[src/rtl/bellek_islem_birimi_pkg.sv]
`default_nettype none
// +------------------------------------------------------------------+
// | bellek_islem_birimi_pkg : states and constants of the memory unit |
// | Revision 1.0                                                      |
// +------------------------------------------------------------------+
package bellek_islem_birimi_pkg;

  typedef enum logic [1:0] {
    BOSTA = 2'd0,
    ISTEK = 2'd1,
    BEKLE = 2'd2,
    TAMAM = 2'd3
  } durum_t;

  localparam int unsigned c_ZAMAN_ASIMI_VARSAYILAN = 255;
  localparam int unsigned c_SAYAC_W                = 8;

  // Memory is word addressed; byte offset is carried only by the lane mask.
  function automatic logic [31:0] kelime_adresi(input logic [31:0] adr);
    return adr & 32'hFFFF_FFFC;
  endfunction

endpackage
`default_nettype wire

[src/rtl/bellek_islem_birimi_zaman_sayaci.sv]
`default_nettype none
// +------------------------------------------------------------------+
// | bellek_islem_birimi_zaman_sayaci : response timeout counter       |
// | Revision 1.0                                                      |
// +------------------------------------------------------------------+
module bellek_islem_birimi_zaman_sayaci
  import bellek_islem_birimi_pkg::*;
#(
  parameter int unsigned ZAMAN_ASIMI = c_ZAMAN_ASIMI_VARSAYILAN
) (
  input  logic clk,
  input  logic rst_n,
  input  logic i_temizle,
  input  logic i_say,
  output logic o_doldu
);

  // Fires in the last counted cycle, so exactly ZAMAN_ASIMI cycles are spent waiting.
  localparam logic [c_SAYAC_W-1:0] c_SINIR = c_SAYAC_W'(ZAMAN_ASIMI - 1);

  logic [c_SAYAC_W-1:0] r_sayac;

  always_ff @(posedge clk) begin
    if (!rst_n) begin
      r_sayac <= '0;
    end else if (i_temizle) begin
      r_sayac <= '0;
    end else if (i_say) begin
      r_sayac <= r_sayac + 1'b1;
    end
  end

  assign o_doldu = i_say && (r_sayac == c_SINIR);

endmodule
`default_nettype wire

[src/rtl/bellek_islem_birimi.sv]
`default_nettype none
// +------------------------------------------------------------------+
// | bellek_islem_birimi : execute-stage data memory access unit       |
// | Revision 1.0                                                      |
// +------------------------------------------------------------------+
module bellek_islem_birimi
  import bellek_islem_birimi_pkg::*;
#(
  parameter int unsigned ZAMAN_ASIMI = c_ZAMAN_ASIMI_VARSAYILAN
) (
  input  logic        clk_i,
  input  logic        rst_i,
  input  logic        yrt_sec_i,
  input  logic [31:0] yrt_adr_i,
  input  logic [31:0] yrt_veri_i,
  input  logic [3:0]  yrt_maske_i,
  input  logic        ddb_durdur_i,
  output logic [31:0] yrt_veri_o,
  output logic        yrt_durdur_o,
  output logic        bel_istek_o,
  output logic        bel_yaz_o,
  output logic [31:0] bel_adr_o,
  output logic [31:0] bel_veri_o,
  output logic [3:0]  bel_maske_o,
  input  logic        bel_kabul_i,
  input  logic        bel_gecerli_i,
  input  logic [31:0] bel_veri_i,
  input  logic        bel_hata_i,
  output logic        hata_o
);

  durum_t      r_durum;
  logic [31:0] r_adr;
  logic [31:0] r_veri;
  logic [3:0]  r_maske;
  logic        r_yaz;
  logic        r_istek;
  logic [31:0] r_yrt_veri;
  logic        r_hata;

  logic        w_baslat;
  logic        w_say;
  logic        w_doldu;
  logic        w_yanit;
  logic        w_bitir;
  logic [31:0] w_bitir_veri;
  logic        w_bitir_hata;

  assign w_baslat = (r_durum == BOSTA) && yrt_sec_i;
  assign w_say    = (r_durum == ISTEK) || (r_durum == BEKLE);

  // A response only counts once the request is accepted; stray ones elsewhere are dropped.
  assign w_yanit  = bel_gecerli_i &&
                    (((r_durum == ISTEK) && bel_kabul_i) || (r_durum == BEKLE));

  // A real response takes priority over a timeout landing in the same cycle.
  assign w_bitir      = w_yanit || w_doldu;
  assign w_bitir_veri = (w_yanit && !r_yaz) ? bel_veri_i : 32'h0;
  assign w_bitir_hata = w_yanit ? bel_hata_i : 1'b1;

  bellek_islem_birimi_zaman_sayaci #(
    .ZAMAN_ASIMI (ZAMAN_ASIMI)
  ) u_zaman_sayaci (
    .clk       (clk_i),
    .rst_n     (rst_i),
    .i_temizle (w_baslat),
    .i_say     (w_say),
    .o_doldu   (w_doldu)
  );

  always_ff @(posedge clk_i) begin
    if (!rst_i) begin
      r_durum    <= BOSTA;
      r_adr      <= '0;
      r_veri     <= '0;
      r_maske    <= '0;
      r_yaz      <= 1'b0;
      r_istek    <= 1'b0;
      r_yrt_veri <= '0;
      r_hata     <= 1'b0;
    end else begin
      unique case (r_durum)
        BOSTA: begin
          if (yrt_sec_i) begin
            r_adr   <= yrt_adr_i;
            r_veri  <= yrt_veri_i;
            r_maske <= yrt_maske_i;
            r_yaz   <= |yrt_maske_i;
            r_istek <= 1'b1;
            r_durum <= ISTEK;
          end
        end
        ISTEK: begin
          if (w_bitir) begin
            r_istek    <= 1'b0;
            r_yrt_veri <= w_bitir_veri;
            r_hata     <= r_hata | w_bitir_hata;
            r_durum    <= TAMAM;
          end else if (bel_kabul_i) begin
            r_istek <= 1'b0;
            r_durum <= BEKLE;
          end
        end
        BEKLE: begin
          if (w_bitir) begin
            r_yrt_veri <= w_bitir_veri;
            r_hata     <= r_hata | w_bitir_hata;
            r_durum    <= TAMAM;
          end
        end
        TAMAM: begin
          if (!ddb_durdur_i) begin
            r_yrt_veri <= '0;
            r_durum    <= BOSTA;
          end
        end
        default: begin
          r_istek    <= 1'b0;
          r_yrt_veri <= '0;
          r_durum    <= BOSTA;
        end
      endcase
    end
  end

  // Idle stall is combinational so execute is held in the very cycle it asks.
  assign yrt_durdur_o = (r_durum == BOSTA) ? yrt_sec_i : (r_durum != TAMAM);
  assign yrt_veri_o   = r_yrt_veri;
  assign bel_istek_o  = r_istek;
  assign bel_yaz_o    = r_yaz;
  assign bel_adr_o    = kelime_adresi(r_adr);
  assign bel_veri_o   = r_veri;
  assign bel_maske_o  = r_maske;
  assign hata_o       = r_hata;

endmodule
`default_nettype wire

[config.mk]
export PLATFORM = sky130hd
export DESIGN_NAME = bellek_islem_birimi
export DESIGN_NICKNAME = d
export VERILOG_FILES = /design/src/rtl/bellek_islem_birimi_pkg.sv /design/src/rtl/bellek_islem_birimi_zaman_sayaci.sv /design/src/rtl/bellek_islem_birimi.sv
export SDC_FILE = /design/constraint.sdc
export NUM_CORES = 1
export LEC_CHECK = 0
export BUFFER_PORTS_ARGS = -buffer_cell sky130_fd_sc_hd__buf_2
export CORE_ASPECT_RATIO = 0.9
export CORE_MARGIN = 2
export CORE_UTILIZATION = 30
export DETAILED_ROUTE_END_ITERATION = 10
export SYNTH_ARGS = -nofsm -noshare
export SYNTH_HDL_FRONTEND = slang
export SYNTH_SLANG_ARGS = --single-unit
[constraint.sdc]
create_clock -name clk_i -period 2.4 [get_ports clk_i]
set_input_delay 0.72 -clock clk_i [delete_from_list [all_inputs] [get_ports clk_i]]
set_output_delay 0.72 -clock clk_i [all_outputs]
set_load 0.01 [all_outputs]
**Word level (Yosys, flattened, before mapping)**

Cells that the tools add are included.

- Bits in registers: 113
- Latch bits: 0
- Memory bits (writable): 0
- ROM bits: 0
- Output and inout port bits: 104
- Memories kept: 0

- Add/sub/neg operators: 1
- Multiply operators: 0
- Divide/modulo/power cells: 0
- $lt $le $gt $ge: 0
- Eq/ne operators: 10
- Shift operators: 0
- Multiplexer cells: 16
- Bitwise logic cells: 2
- Reductions and logical operators: 20

Operators with widths:

| cell | number |
|---|---|
| $mux W32 | 3 |
| $pmux W32 S2 | 1 |
| $mux W2 | 5 |
| $add A8 B1 Y8 const B | 1 |
| $eq A8 B8 Y1 const B | 1 |
| $ne A2 B2 Y1 const B | 4 |
| $pmux W2 S4 | 1 |
| $reduce_and A3 Y1 | 2 |
| $logic_and A1 B1 Y1 | 5 |
| $mux W1 | 5 |
| $eq A2 B2 Y1 const B | 2 |
| $reduce_and A2 Y1 | 2 |
| $reduce_and A4 Y1 | 1 |
| $reduce_bool A2 Y1 | 2 |
| $reduce_or A2 Y1 | 2 |
| $reduce_or A4 Y1 | 1 |
| $logic_or A1 B1 Y1 | 3 |
| $ne A3 B3 Y1 const B | 1 |
| $eq A2 B1 Y1 const B | 1 |
| $logic_not A2 Y1 | 1 |
| $ne A2 B1 Y1 const B | 1 |
| $pmux W1 S2 | 1 |
| $logic_not A1 Y1 | 1 |
| $not A1 Y1 | 1 |
| $or A1 B1 Y1 | 1 |

**Depth between registers and ports, before layout**

- Word-level depth: 8
- Depth in mapped cells: 8
- Mapped depth without buffers: 6

**Modules after synthesis**

From an unflattened synthesis, not the netlist that was laid out.

- Cell total of the unflattened synthesis: 519
- Area, all modules: 4423.0 µm²

By module, submodules not included:

| module | instances | cells an instance | area an instance (µm²) | seq. area each (µm²) |
|---|---|---|---|---|
| bellek_islem_birimi | 1 | 477 | 4053.9 | 2062.0 |
| bellek_islem_birimi_zaman_sayaci | 1 | 42 | 369.1 | 160.2 |

**Least setup slack after synthesis**

No wires, ideal clock.

- Kind: input to output
- Start point: input yrt_sec_i
- End point: output yrt_durdur_o
- Arrival: 1332 ps
- Data required time: 1680 ps
- Slack: 348 ps
- Stages: 3
- Path buffers: 1
- Path through: nand2_1 > clkbuf_1 > o21ai_0

- Word-level cells in the longest chain between the ends: 1

RTL lines:

| item | line | text |
|---|---|---|
| start, declared | bellek_islem_birimi.sv:13 | `input logic yrt_sec_i,` |
| $mux W1 | bellek_islem_birimi.sv:127 | `assign yrt_durdur_o = (r_durum == BOSTA) ? yrt_sec_i : (r_durum != TAMAM);` |
| end, declared | bellek_islem_birimi.sv:19 | `output logic yrt_durdur_o,` |

Every way passes these cells.

**Worst setup path in the final report**

- Start point: register r_durum[0]
- End point: output yrt_durdur_o

- Word-level cells in the longest chain between the ends: 2
- Elaborated cells on any way between the ends: 3
- Classes of those cells: eq/ne: 1; mux: 1; reduce/logical: 1

RTL lines:

| item | line | text |
|---|---|---|
| start, declared | bellek_islem_birimi.sv:32 | `durum_t r_durum;` |
| start signal, assigned | bellek_islem_birimi.sv:73 | `r_durum <= BOSTA;` |
| start signal, assigned | bellek_islem_birimi.sv:90 | `r_durum <= ISTEK;` |
| start signal, assigned | bellek_islem_birimi.sv:98 | `r_durum <= TAMAM;` |
| $ne A2 B2 Y1 or $logic_not A2 Y1 (tied branches) | bellek_islem_birimi.sv:127 |  |
| $mux W1 (*) | bellek_islem_birimi.sv:127 |  |

Every way passes the cells marked *; elsewhere a longest branch is shown, timed or not.

==> results.md <==
* CTS H-Tree Depth at 3
* Clock Root Buffer: clkbuf_16
* Skew final at 5.672 ps
* # DRC at 0
* Die area at 0.01621 mm²
* Worst reg2reg setup slack at 420 ps
* Reg area at 0.002222 mm²
* Core ar. at 0.01477 mm²
* Place WS at 412.6 ps
* Share of layout cells above drive strength 1 at 0.3812
* Total gr overflow at 0
* CP Capture Type: output port
* CP required at 1680 ps
* Kind of critical path: reg -> out
* Post-synth ARST share at 0
* Post-DP HPWL at 8.039 mm
* Design Power at 6.087 mW
* Final setup vio count at 0
* Worst r2r src: r_durum[0]$_SDFFE_PN0P_
* Post-synthesis cell area at 0.004563 mm²
* Final Hold Fails at 0
* Sequential share of the synthesized area at 0.4870
* Setup TNS Final at 0 ps
* Worst Path Max Fanout at 7
* Min-Delay Path Class: reg -> reg
* First-pass GRT wire length at 18.69 mm
* Clock buffer depth at 2
* Crit path to: yrt_durdur_o
* Final GP Congestion at 0.7194
* Least-Margin Pin Slew at 548.9 ps
* Outcome: finished, final reports clean
* Worst Setup Start Kind: register
* Routed vias/inst at 4.425
* FF-to-FF End: yrt_veri_o[31]$_SDFFE_PN0P_
* Yosys warns at 0
* Pwr Density at 994.8 mW/mm²
* Cells after synthesis at 519
* GRT Resource Usage Total at 0.1445
* CTS clock-pin slew for the worst setup and hold paths at 70 ps
* Horiz. Die Dim at 134 µm
* 1st-iter DRT viols at 249
* Max-slew violations at 0
* Fin cells at 909
* Area post-placement at 0.005783 mm²
* Count of different cell masters after synthesis at 42
* Core Rows at 42
* Largest net degree at the start of global routing at 74
* Origin of the worst setup path: r_durum[0]$_SDFFE_PN0P_
* Initial Util at 0.3090
* DR WL/cell at 12.91 µm
* Number of CTS-inserted buffers at 9
* Final Util at 0.4143
* CTS tree: yes
* Synth-to-Final Area Change at 34.08%
* Placed Cells at 894
* Drt pass-1 iters at 4
* Leakage at 2.696 nW
* Max-Cap Viols at 0
* #FFs+latches synth at 111
* Fmax at 0.4516 GHz
* Hold slack at 459.6 ps
* Slew headroom at 0.6293
* Reg2Reg Depth at 7
* Final nets at 820
* Finished Cell Area at 0.006118 mm²
* Hold depth at 2
* Die Y at 121 µm
* Post-CTS Setup Inserts at 0
* N_diodes at 0
* Port bufs at 206
* Hold-fix buffers, CTS at 0
* Peak VDD IR at 585.1 µV
* Primary FF master, synth: dfxtp_1
* Clock Latency Late Sink at 350 ps
* Via count at 4,022
* Final Cycle Share at 0.9226
* Hold_sp: r_adr[9]$_SDFFE_PN0P_
* Ports at 211
* Unrepaired setup endpoints after global routing: no
* Syn Area/Cell at 8.792 µm²
* Post-synth EDFFs at 0
* Fin crit period at 2214 ps
* CP arrival at 1490 ps
* Post_cts resized at 0
* Initial antenna violation count at 0
* Vias in the first global route at 3,714
* WL final at 11.74 mm
* Layout filler cell count at 1,533
* Post-layout worst setup margin at 185.7 ps
* Multi-input gate area at 0.002133 mm²
* Antenna viol nets, final at 0
* CTS sink count at 111
[per-layer routing]
layer,up-vias,GRT usage,share of wire,routed length (µm)
li1,2094,-,-,-
met1,1815,0.1853,0.47,5508
met2,101,0.2359,0.46,5436
met3,12,0.03467,0.054,633
met5,-,0,0,0
met4,0,0.05386,0.013,158
[critical path, stage by stage (launching register included)]
cell     delay [ps]
dfxtp_1         440
inv_1           110
ha_1            260
nand2_2         100
o21ai_0          70
buf_2           150
[final cells by class]
| type | instances | area share |
|---|---|---|
| tap | 198 | 0.04049 |
| multi-input combinational | 365 | 0.3487 |
| timing repair buffer | 215 | 0.1898 |
| clock inverter | 6 | 0.01800 |
| clock buffer | 9 | 0.03681 |
| sequential | 111 | 0.3632 |
| inverter | 5 | 0.003067 |
[cell usage after synthesis (4+ instances only)]
library cell / n / area share
nand2_1: 173 / 0.14
dfxtp_1: 111 / 0.49
a21boi_0: 70 / 0.12
a21boi_2: 30 / 0.074
o21ai_1: 27 / 0.030
clkbuf_1: 21 / 0.017
nor2_1: 9 / 0.0074
buf_2: 7 / 0.0077
ha_1: 6 / 0.016
o21ai_0: 6 / 0.0066
buf_4: 5 / 0.0082
inv_1: 5 / 0.0041
xor2_1: 4 / 0.0077
[layout by cell type (no fill, tap or decap), types with 2 or more instances in the layout]
cell type | Yosys | routed
buf_2 | 7 | 206
nand2_1 | 173 | 172
dfxtp_1 | 111 | 111
a21boi_0 | 70 | 70
a21boi_2 | 30 | 30
o21ai_1 | 27 | 27
nor2_1 | 9 | 9
clkbuf_16 | 0 | 9
ha_1 | 6 | 6
inv_1 | 5 | 5
o21ai_0 | 6 | 5
buf_12 | 0 | 5
o21ai_2 | 3 | 4
xor2_1 | 4 | 4
buf_4 | 5 | 4
nand3_1 | 3 | 3
bufinv_16 | 0 | 3
and4_1 | 2 | 2
a21oi_1 | 2 | 2
nand4_1 | 2 | 2
a211oi_1 | 2 | 2
xnor2_1 | 2 | 2
a31oi_1 | 2 | 2
and3_1 | 2 | 2
conb_1 | 1 | 2
clkinvlp_4 | 0 | 2
[logic make-up (layout without fill, tap and decap cells)]
logic type | after synthesis | count (layout) | synth area share
buf+inv | 44 | 235 | 0.04798
fa+ha+maj | 6 | 6 | 0.01645
compound gates | 150 | 150 | 0.2583
flops | 111 | 111 | 0.4870
other cells | 1 | 2 | 0.0008218
xor+xnor | 6 | 6 | 0.01152
mux | 1 | 1 | 0.002194
simple gates | 200 | 200 | 0.1758
[how the worst min path moves through the flow]
stage,end,slack [ps]
2_1_floorplan,u_zaman_sayaci.r_sayac[5]$_SDFFE_PP0P_,470
3_3_place_gp,bel_veri_o[15]$_SDFFE_PN0P_,450
3_5_place_dp,r_adr[5]$_SDFFE_PN0P_,450
4_1_cts,r_adr[5]$_SDFFE_PN0P_,460
5_1_grt,bel_veri_o[22]$_SDFFE_PN0P_,480
6_report,r_adr[9]$_SDFFE_PN0P_,460
[power by group]
part | total [mW] | internal, mW | leakage, nW | switching (mW)
sequential | 2.29 | 2.13 | 0.905 | 0.159
clock | 1.68 | 1.01 | 0.158 | 0.669
combinational | 2.12 | 0.771 | 1.63 | 1.35
total | 6.09 | 3.91 | 2.70 | 2.17
[sequential cells by signal, indices dropped and copies added, names as in the netlist]
name	count
bel_istek_o	1
bel_maske_o	4
bel_veri_o	32
bel_yaz_o	1
hata_o	1
r_adr	30
r_durum	2
u_zaman_sayaci.r_sayac	8
yrt_veri_o	32
Note: power is estimated with default switching activity, not from simulation.
